==> config.mk <==
export PLATFORM = sky130hd
export DESIGN_NAME = fft_stage_sequencer_flat
export DESIGN_NICKNAME = d
export VERILOG_FILES = /design/src/rtl/fft_seq_if.sv /design/src/rtl/fft_stage_sequencer.sv /design/src/flat_wrapper.sv
export SDC_FILE = /design/constraint.sdc
export NUM_CORES = 1
export LEC_CHECK = 0
export CAP_MARGIN = 20
export CORE_AREA = 2 2 120 122
export CTS_BUF_LIST = sky130_fd_sc_hd__clkbuf_8
export CTS_CLUSTER_DIAMETER = 150
export DETAILED_ROUTE_END_ITERATION = 10
export DIE_AREA = 0 0 122 124
export HOLD_SLACK_MARGIN = 0.08
export SLEW_MARGIN = 20
export SYNTH_ARGS = -nofsm -noshare
export SYNTH_HDL_FRONTEND = slang
export SYNTH_SLANG_ARGS = --single-unit
==> constraint.sdc <==
create_clock -name clk -period 12.1 [get_ports clk]
set_clock_uncertainty 0.2 [all_clocks]
set_input_delay 2.42 -clock clk [delete_from_list [all_inputs] [get_ports clk]]
set_output_delay 2.42 -clock clk [all_outputs]
set_load 0.1 [all_outputs]
==> src/rtl/fft_seq_if.sv <==
// Control and addressing bundle between the FFT stage sequencer and its environment.
// The master side is the sequencer; the slave side issues start/hold and returns bfly_oact.
interface fft_seq_if #(
    parameter int unsigned FFT_N = 10
);
    localparam int unsigned SW = $clog2(FFT_N);

    logic             start;
    logic             hold;
    logic             bfly_oact;
    logic             busy;
    logic             done;
    logic [SW-1:0]    stage;
    logic             bfly_act;
    logic [1:0]       bfly_ctrl;
    logic [FFT_N-2:0] bfly_idx;
    logic [FFT_N-1:0] rd_addr_a;
    logic [FFT_N-1:0] rd_addr_b;
    logic [FFT_N-2:0] tw_addr;

    modport master (
        input  start, hold, bfly_oact,
        output busy, done, stage, bfly_act, bfly_ctrl, bfly_idx, rd_addr_a, rd_addr_b, tw_addr
    );

    modport slave (
        output start, hold, bfly_oact,
        input  busy, done, stage, bfly_act, bfly_ctrl, bfly_idx, rd_addr_a, rd_addr_b, tw_addr
    );
endinterface

==> src/rtl/fft_stage_sequencer.sv <==
// In-place radix-2 DIF stage sequencer: issues N/2 butterflies per stage with operand and
// twiddle addresses, then drains until every issued butterfly has retired before the next stage.
module fft_stage_sequencer #(
    parameter int unsigned FFT_N        = 10,
    parameter int unsigned BFLY_LATENCY = 6
) (
    input logic       clk,
    input logic       reset,
    fft_seq_if.master bus
);
    localparam int unsigned SW = $clog2(FFT_N);
    localparam int unsigned JW = FFT_N - 1;

    localparam logic [JW-1:0]    LAST_J = {JW{1'b1}};
    localparam logic [SW-1:0]    LAST_S = SW'(FFT_N - 1);
    localparam logic [FFT_N-1:0] HALF   = {1'b1, {(FFT_N - 1){1'b0}}};
    localparam logic [FFT_N-1:0] NONE   = 1;
    localparam logic [JW-1:0]    JONE   = 1;
    localparam logic [SW-1:0]    SONE   = 1;

    if (BFLY_LATENCY < 1) begin : g_bad_latency
        $error("BFLY_LATENCY must be at least 1");
    end

    typedef enum logic [1:0] {StIdle, StIssue, StDrain, StDone} state_e;

    state_e           state_q, state_d;
    logic [SW-1:0]    s_q, s_d;
    logic [JW-1:0]    j_q, j_d;
    logic [FFT_N-1:0] rcnt_q, rcnt_d;
    logic [FFT_N-1:0] rcnt_inc;

    // Stage/index of the butterfly considered for issue on this edge.
    logic             issue;
    logic [SW-1:0]    s_iss;
    logic [JW-1:0]    j_iss;

    logic             act_q, act_d;
    logic [1:0]       ctrl_q, ctrl_d;
    logic [JW-1:0]    idx_q, idx_d;
    logic [FFT_N-1:0] a_q, a_d;
    logic [FFT_N-1:0] b_q, b_d;
    logic [JW-1:0]    tw_q, tw_d;

    int               pb;
    logic [FFT_N-1:0] jw;
    logic [FFT_N-1:0] span;
    logic [JW-1:0]    pos_j;
    logic [FFT_N-1:0] addr_a;

    always_ff @(posedge clk) begin
        if (reset) begin
            state_q <= StIdle;
            s_q     <= '0;
            j_q     <= '0;
            rcnt_q  <= '0;
            act_q   <= 1'b0;
            ctrl_q  <= 2'b00;
            idx_q   <= '0;
            a_q     <= '0;
            b_q     <= '0;
            tw_q    <= '0;
        end else begin
            state_q <= state_d;
            s_q     <= s_d;
            j_q     <= j_d;
            rcnt_q  <= rcnt_d;
            act_q   <= act_d;
            ctrl_q  <= ctrl_d;
            idx_q   <= idx_d;
            a_q     <= a_d;
            b_q     <= b_d;
            tw_q    <= tw_d;
        end
    end

    assign rcnt_inc = (bus.bfly_oact && (rcnt_q != HALF)) ? rcnt_q + NONE : rcnt_q;

    always_comb begin
        state_d = state_q;
        rcnt_d  = rcnt_q;
        s_iss   = s_q;
        j_iss   = j_q;
        issue   = 1'b0;
        unique case (state_q)
            StIdle: begin
                if (bus.start) begin
                    state_d = StIssue;
                    s_iss   = '0;
                    j_iss   = '0;
                    rcnt_d  = '0;
                    issue   = !bus.hold;
                end
            end
            StIssue: begin
                rcnt_d = rcnt_inc;
                issue  = !bus.hold;
            end
            StDrain: begin
                rcnt_d = rcnt_inc;
                // Leave as soon as the final retire lands so the next stage issues right after.
                if (rcnt_inc == HALF) begin
                    if (s_q == LAST_S) begin
                        state_d = StDone;
                    end else begin
                        state_d = StIssue;
                        s_iss   = s_q + SONE;
                        j_iss   = '0;
                        rcnt_d  = '0;
                        issue   = !bus.hold;
                    end
                end
            end
            StDone: begin
                state_d = StIdle;
                s_iss   = '0;
                j_iss   = '0;
            end
            default: state_d = StIdle;
        endcase
        s_d = s_iss;
        j_d = j_iss;
        if (issue) begin
            if (j_iss == LAST_J) begin
                state_d = StDrain;
            end else begin
                j_d = j_iss + JONE;
            end
        end
    end

    always_comb begin
        // Operand A is j with a zero inserted at bit FFT_N-1-s; B sets that bit.
        pb     = int'(FFT_N) - 1 - int'(s_iss);
        jw     = {1'b0, j_iss};
        span   = NONE << pb;
        pos_j  = j_iss & ((JONE << pb) - JONE);
        addr_a = ((jw >> pb) << (pb + 1)) | {1'b0, pos_j};
        act_d  = issue;
        ctrl_d = 2'b00;
        idx_d  = idx_q;
        a_d    = a_q;
        b_d    = b_q;
        tw_d   = tw_q;
        if (issue) begin
            if (j_iss == '0) begin
                ctrl_d = 2'b01;
            end else if (j_iss == LAST_J) begin
                ctrl_d = 2'b10;
            end
            idx_d = j_iss;
            a_d   = addr_a;
            b_d   = addr_a | span;
            tw_d  = pos_j << s_iss;
        end
    end

    assign bus.busy      = (state_q == StIssue) || (state_q == StDrain);
    assign bus.done      = (state_q == StDone);
    assign bus.stage     = s_q;
    assign bus.bfly_act  = act_q;
    assign bus.bfly_ctrl = ctrl_q;
    assign bus.bfly_idx  = idx_q;
    assign bus.rd_addr_a = a_q;
    assign bus.rd_addr_b = b_q;
    assign bus.tw_addr   = tw_q;
endmodule

==> src/flat_wrapper.sv <==
// flat-port wrapper written by rule: the top's interface ports become plain ports
module fft_stage_sequencer_flat 
#(
    parameter int unsigned FFT_N        = 10,
    parameter int unsigned BFLY_LATENCY = 6
)
  (clk, reset, bus_start, bus_hold, bus_bfly_oact, bus_busy, bus_done, bus_stage, bus_bfly_act, bus_bfly_ctrl, bus_bfly_idx, bus_rd_addr_a, bus_rd_addr_b, bus_tw_addr);
  fft_seq_if #(.FFT_N(FFT_N)) bus_i ();
  input logic clk;
  input logic reset;
  input wire logic [$bits(bus_i.start)-1:0] bus_start;
  input wire logic [$bits(bus_i.hold)-1:0] bus_hold;
  input wire logic [$bits(bus_i.bfly_oact)-1:0] bus_bfly_oact;
  output wire logic [$bits(bus_i.busy)-1:0] bus_busy;
  output wire logic [$bits(bus_i.done)-1:0] bus_done;
  output wire logic [$bits(bus_i.stage)-1:0] bus_stage;
  output wire logic [$bits(bus_i.bfly_act)-1:0] bus_bfly_act;
  output wire logic [$bits(bus_i.bfly_ctrl)-1:0] bus_bfly_ctrl;
  output wire logic [$bits(bus_i.bfly_idx)-1:0] bus_bfly_idx;
  output wire logic [$bits(bus_i.rd_addr_a)-1:0] bus_rd_addr_a;
  output wire logic [$bits(bus_i.rd_addr_b)-1:0] bus_rd_addr_b;
  output wire logic [$bits(bus_i.tw_addr)-1:0] bus_tw_addr;
  assign bus_i.start = bus_start;
  assign bus_i.hold = bus_hold;
  assign bus_i.bfly_oact = bus_bfly_oact;
  assign bus_busy = bus_i.busy;
  assign bus_done = bus_i.done;
  assign bus_stage = bus_i.stage;
  assign bus_bfly_act = bus_i.bfly_act;
  assign bus_bfly_ctrl = bus_i.bfly_ctrl;
  assign bus_bfly_idx = bus_i.bfly_idx;
  assign bus_rd_addr_a = bus_i.rd_addr_a;
  assign bus_rd_addr_b = bus_i.rd_addr_b;
  assign bus_tw_addr = bus_i.tw_addr;
  fft_stage_sequencer #(.FFT_N(FFT_N), .BFLY_LATENCY(BFLY_LATENCY)) u_core (.clk(clk), .reset(reset), .bus(bus_i));
endmodule
==> results.py <==
metrics = {
    "setup_path": {
        "r2r_start": "u_core.state_q[1]$_SDFF_PP0_",
        "arrival_ns": 9.22,
        "startpoint": "bus_start",
        "crit_type": "primary input to flip-flop",
        "worstPathMaxFanout": 17,
        "required_ns": 12.18,
        "critPathLaunchType": "primary input",
        "end_kind": "flip-flop",
    },
    "cts": {
        "cts_resized": 0,
        "cts_tree": "done",
        "clock-sinks": 66,
        "root_buffer": "clkbuf_8",
        "hold_buffers": 0,
        "clock_latency_ns": 0.38,
        "post_cts_buffers": 0,
        "clk_path_buf_depth": 2,
        "htree_levels": 3,
        "cts_made_buffers": 9,
        "clkSlewWorstSetupHoldPaths_ns": 0.08,
    },
    "yosys": {
        "synthCells": 736,
        "synth_top_area_share": 0.2443,
        "syn_area_mm2": 0.005409,
        "synthArstFlopShare": 0,
        "synth_seq_cells": 66,
        "avgSynthCellArea_um2": 7.349,
        "ys_seq_area_frac": 0.2443,
        "synth_cell_types": 88,
        "yosys_most_used_dff": "dfxtp_1",
        "synth_nets": 762,
        "yosys.area.top_type": "dfxtp_1",
        "yosysWarningCount": 0,
        "yosys-top-cells-area": "dfxtp_1 24%, nor2_1 7.7%, a21oi_1 4.9%",
        "synth-edff-count": 0,
    },
    "worst_hold_path": {
        "hp-start": "u_core.bus.bfly_idx[8]$_SDFFE_PP0P_",
        "hold_class": "flip-flop to flip-flop",
    },
    "drt": {
        "drtIter0Drc": 543,
        "routedWlPerCell_um": 20.43,
        "wirelength_mm": 19.14,
        "route.detailed.drc": 0,
        "vias": 5903,
        "postRouteAntennaNets": 0,
        "viasPerCell": 6.300,
        "drt_pass1_iterations": 5,
    },
    "placement": {
        "dpl_worst_slack_ns": 2.693,
        "place.port_buffers": 51,
        "routabilityCongestion": 1.023,
        "place_inst": 921,
        "place.detailed.hpwl_mm": 14.16,
    },
    "global_route": {
        "grt_max_degree": 66,
        "antenna_found_initial": 0,
        "grt_pass1_wl_mm": 30.09,
        "grtUsageTotal": 0.2566,
        "grt_pass1_vias": 5473,
        "grt-ovfl-total": 0,
    },
    "power_and_ir_drop": {
        "total_power_w": 0.0005631,
        "powerDensity_mw_per_mm2": 90.76,
        "max-vdd-ir-drop_mv": 0.07667,
        "leakage_nw": 2.164,
    },
    "floorplanning": {
        "rows": 43,
        "die_h_um": 124,
        "boundaryPins": 52,
        "die_x_um": 122,
        "die-area_mm2": 0.01513,
        "floorplan.initialDensity": 0.3943,
        "core_mm2": 0.01372,
    },
    "final_layout": {
        "final_cell_mix": "111 x nor2_1, 66 x dfxtp_1, 53 x a21oi_1",
        "syn_to_final_growth_pct": 14.71,
        "layout_commonest_cell": "nor2_1",
        "nets": 778,
        "final_core_util": 0.4523,
        "fillCellCount": 1466,
        "antenna_cells": 0,
        "layout-drive-gt1-share": 0.07133,
        "stdcell_count": 937,
    },
    "sta": {
        "tns_ns": 0,
        "hold_violations": 0,
        "rsz0062_at_grt": "no",
        "slew_headroom": 0.3076,
        "tightestPinTransition_ns": 1.030,
        "period_share": 0.7550,
        "setup_viol": 0,
        "fmaxAchievable_mhz": 109.5,
        "period_minus_slack_ns": 9.135,
        "slew_violations": 0,
        "setup_ws_ns": 2.965,
    },
    "status": {
        "status": "finished, final reports clean",
    },
    "flow_run": {
        "cap_violations": 0,
    },
}
-- final cells by class --
class	count	area, µm²	area share
Tap cell	180	225.2	0.03630
Clock inverter	6	88.84	0.01432
Sequential cell	66	1321	0.2129
Clock buffer	10	137.6	0.02218
Multi-Input combinational cell	599	3814	0.6146
Inverter	20	75.07	0.01210
Timing Repair Buffer	56	543.0	0.08752
-- worst paths after layout --
kind	end	cells after the start	slack, ns
setup reg to reg	u_core.bus.rd_addr_b[3]$_SDFFE_PP0P_	24	4.74
hold reg to reg	u_core.bus.bfly_idx[8]$_SDFFE_PP0P_	2	0.26
setup / recovery	u_core.bus.rd_addr_b[3]$_SDFFE_PP0P_	23	2.96
hold / removal	u_core.bus.bfly_idx[8]$_SDFFE_PP0P_	2	0.26
-- report_power, final --
part / switching, W / total, W / internal (W)
sequential: 0.00000436 / 0.000229 / 0.000224
combinational: 0.0000876 / 0.000115 / 0.0000279
clock: 0.0000970 / 0.000219 / 0.000122
-- layer usage --
metal	up-vias	global-route usage	share of wire	wire length [µm]
li1	2815	-	-	-
met1	2821	0.3388	0.44	8360
met2	227	0.4211	0.48	9123
met3	40	0.04121	0.061	1164
met4	0	0.09698	0.026	491
met5	-	0	0	0
-- worst max-delay path, cell delays in order --
cell             delay (ns)
clkdlybuf4s50_1        0.44
nor2b_1                0.48
or2_1                  0.54
a21oi_1                0.13
or4_1                  0.52
nand2_1                0.28
inv_1                  0.32
ha_1                   0.41
nand3_1                0.13
o41ai_1                0.10
a311oi_2               0.67
nand3_1                0.16
ha_1                   0.23
nor3_1                 0.22
and4_1                 0.39
nand2_1                0.13
nor4_1                 0.20
a41oi_1                0.15
nand2b_1               0.25
o221ai_1               0.24
nor3_1                 0.12
or3_1                  0.40
a311oi_1               0.28
-- sequential cells by signal, indices dropped and copies added, names as in the netlist --
register and count:
u_core.bus.rd_addr_b 10, u_core.bus.bfly_act 1, u_core.bus.bfly_idx 9, u_core.rcnt_q 10, u_core.bus.rd_addr_a 10, u_core.bus.bfly_ctrl 2, u_core.bus.tw_addr 9, u_core.j_q 9
u_core.state_q 2, u_core.bus.stage 4
-- kinds of logic (layout without fill, tap and decap cells) --
| kind of cell | count (synthesis) | after routing | share of synthesized area |
|---|---|---|---|
| flops | 66 | 66 | 0.2443 |
| compound gates | 234 | 234 | 0.3125 |
| buf+inv | 71 | 92 | 0.05297 |
| fa+ha+maj | 21 | 21 | 0.04858 |
| mux | 14 | 14 | 0.03007 |
| simple gates | 320 | 320 | 0.2954 |
| xor+xnor | 10 | 10 | 0.01619 |
-- Yosys cell counts, drive strengths merged (7+ instances only) --
cell type	count
or3	12
a32oi	7
inv	20
buf	17
and3	7
mux2i	9
a31oi	11
ha	21
nand3	26
a21oi	54
xnor2	7
nor3	36
nor4	15
dfxtp	66
o31ai	8
o211ai	13
nand4	22
nand2	50
o21ai	43
a211oi	16
nor2	112
clkbuf	34
and2	8
o21a	9
-- metrics by stage --
step | hold WS (ns) | cell area (µm²)
floorplan | 0.2911 | 5409
global placement | 0.2422 | 5978
detailed placement | 0.2493 | 5978
CTS | 0.2678 | 6205
global route | 0.2904 | 6205
finish | 0.2620 | 6205
Note: power is estimated with default switching activity, not from simulation.
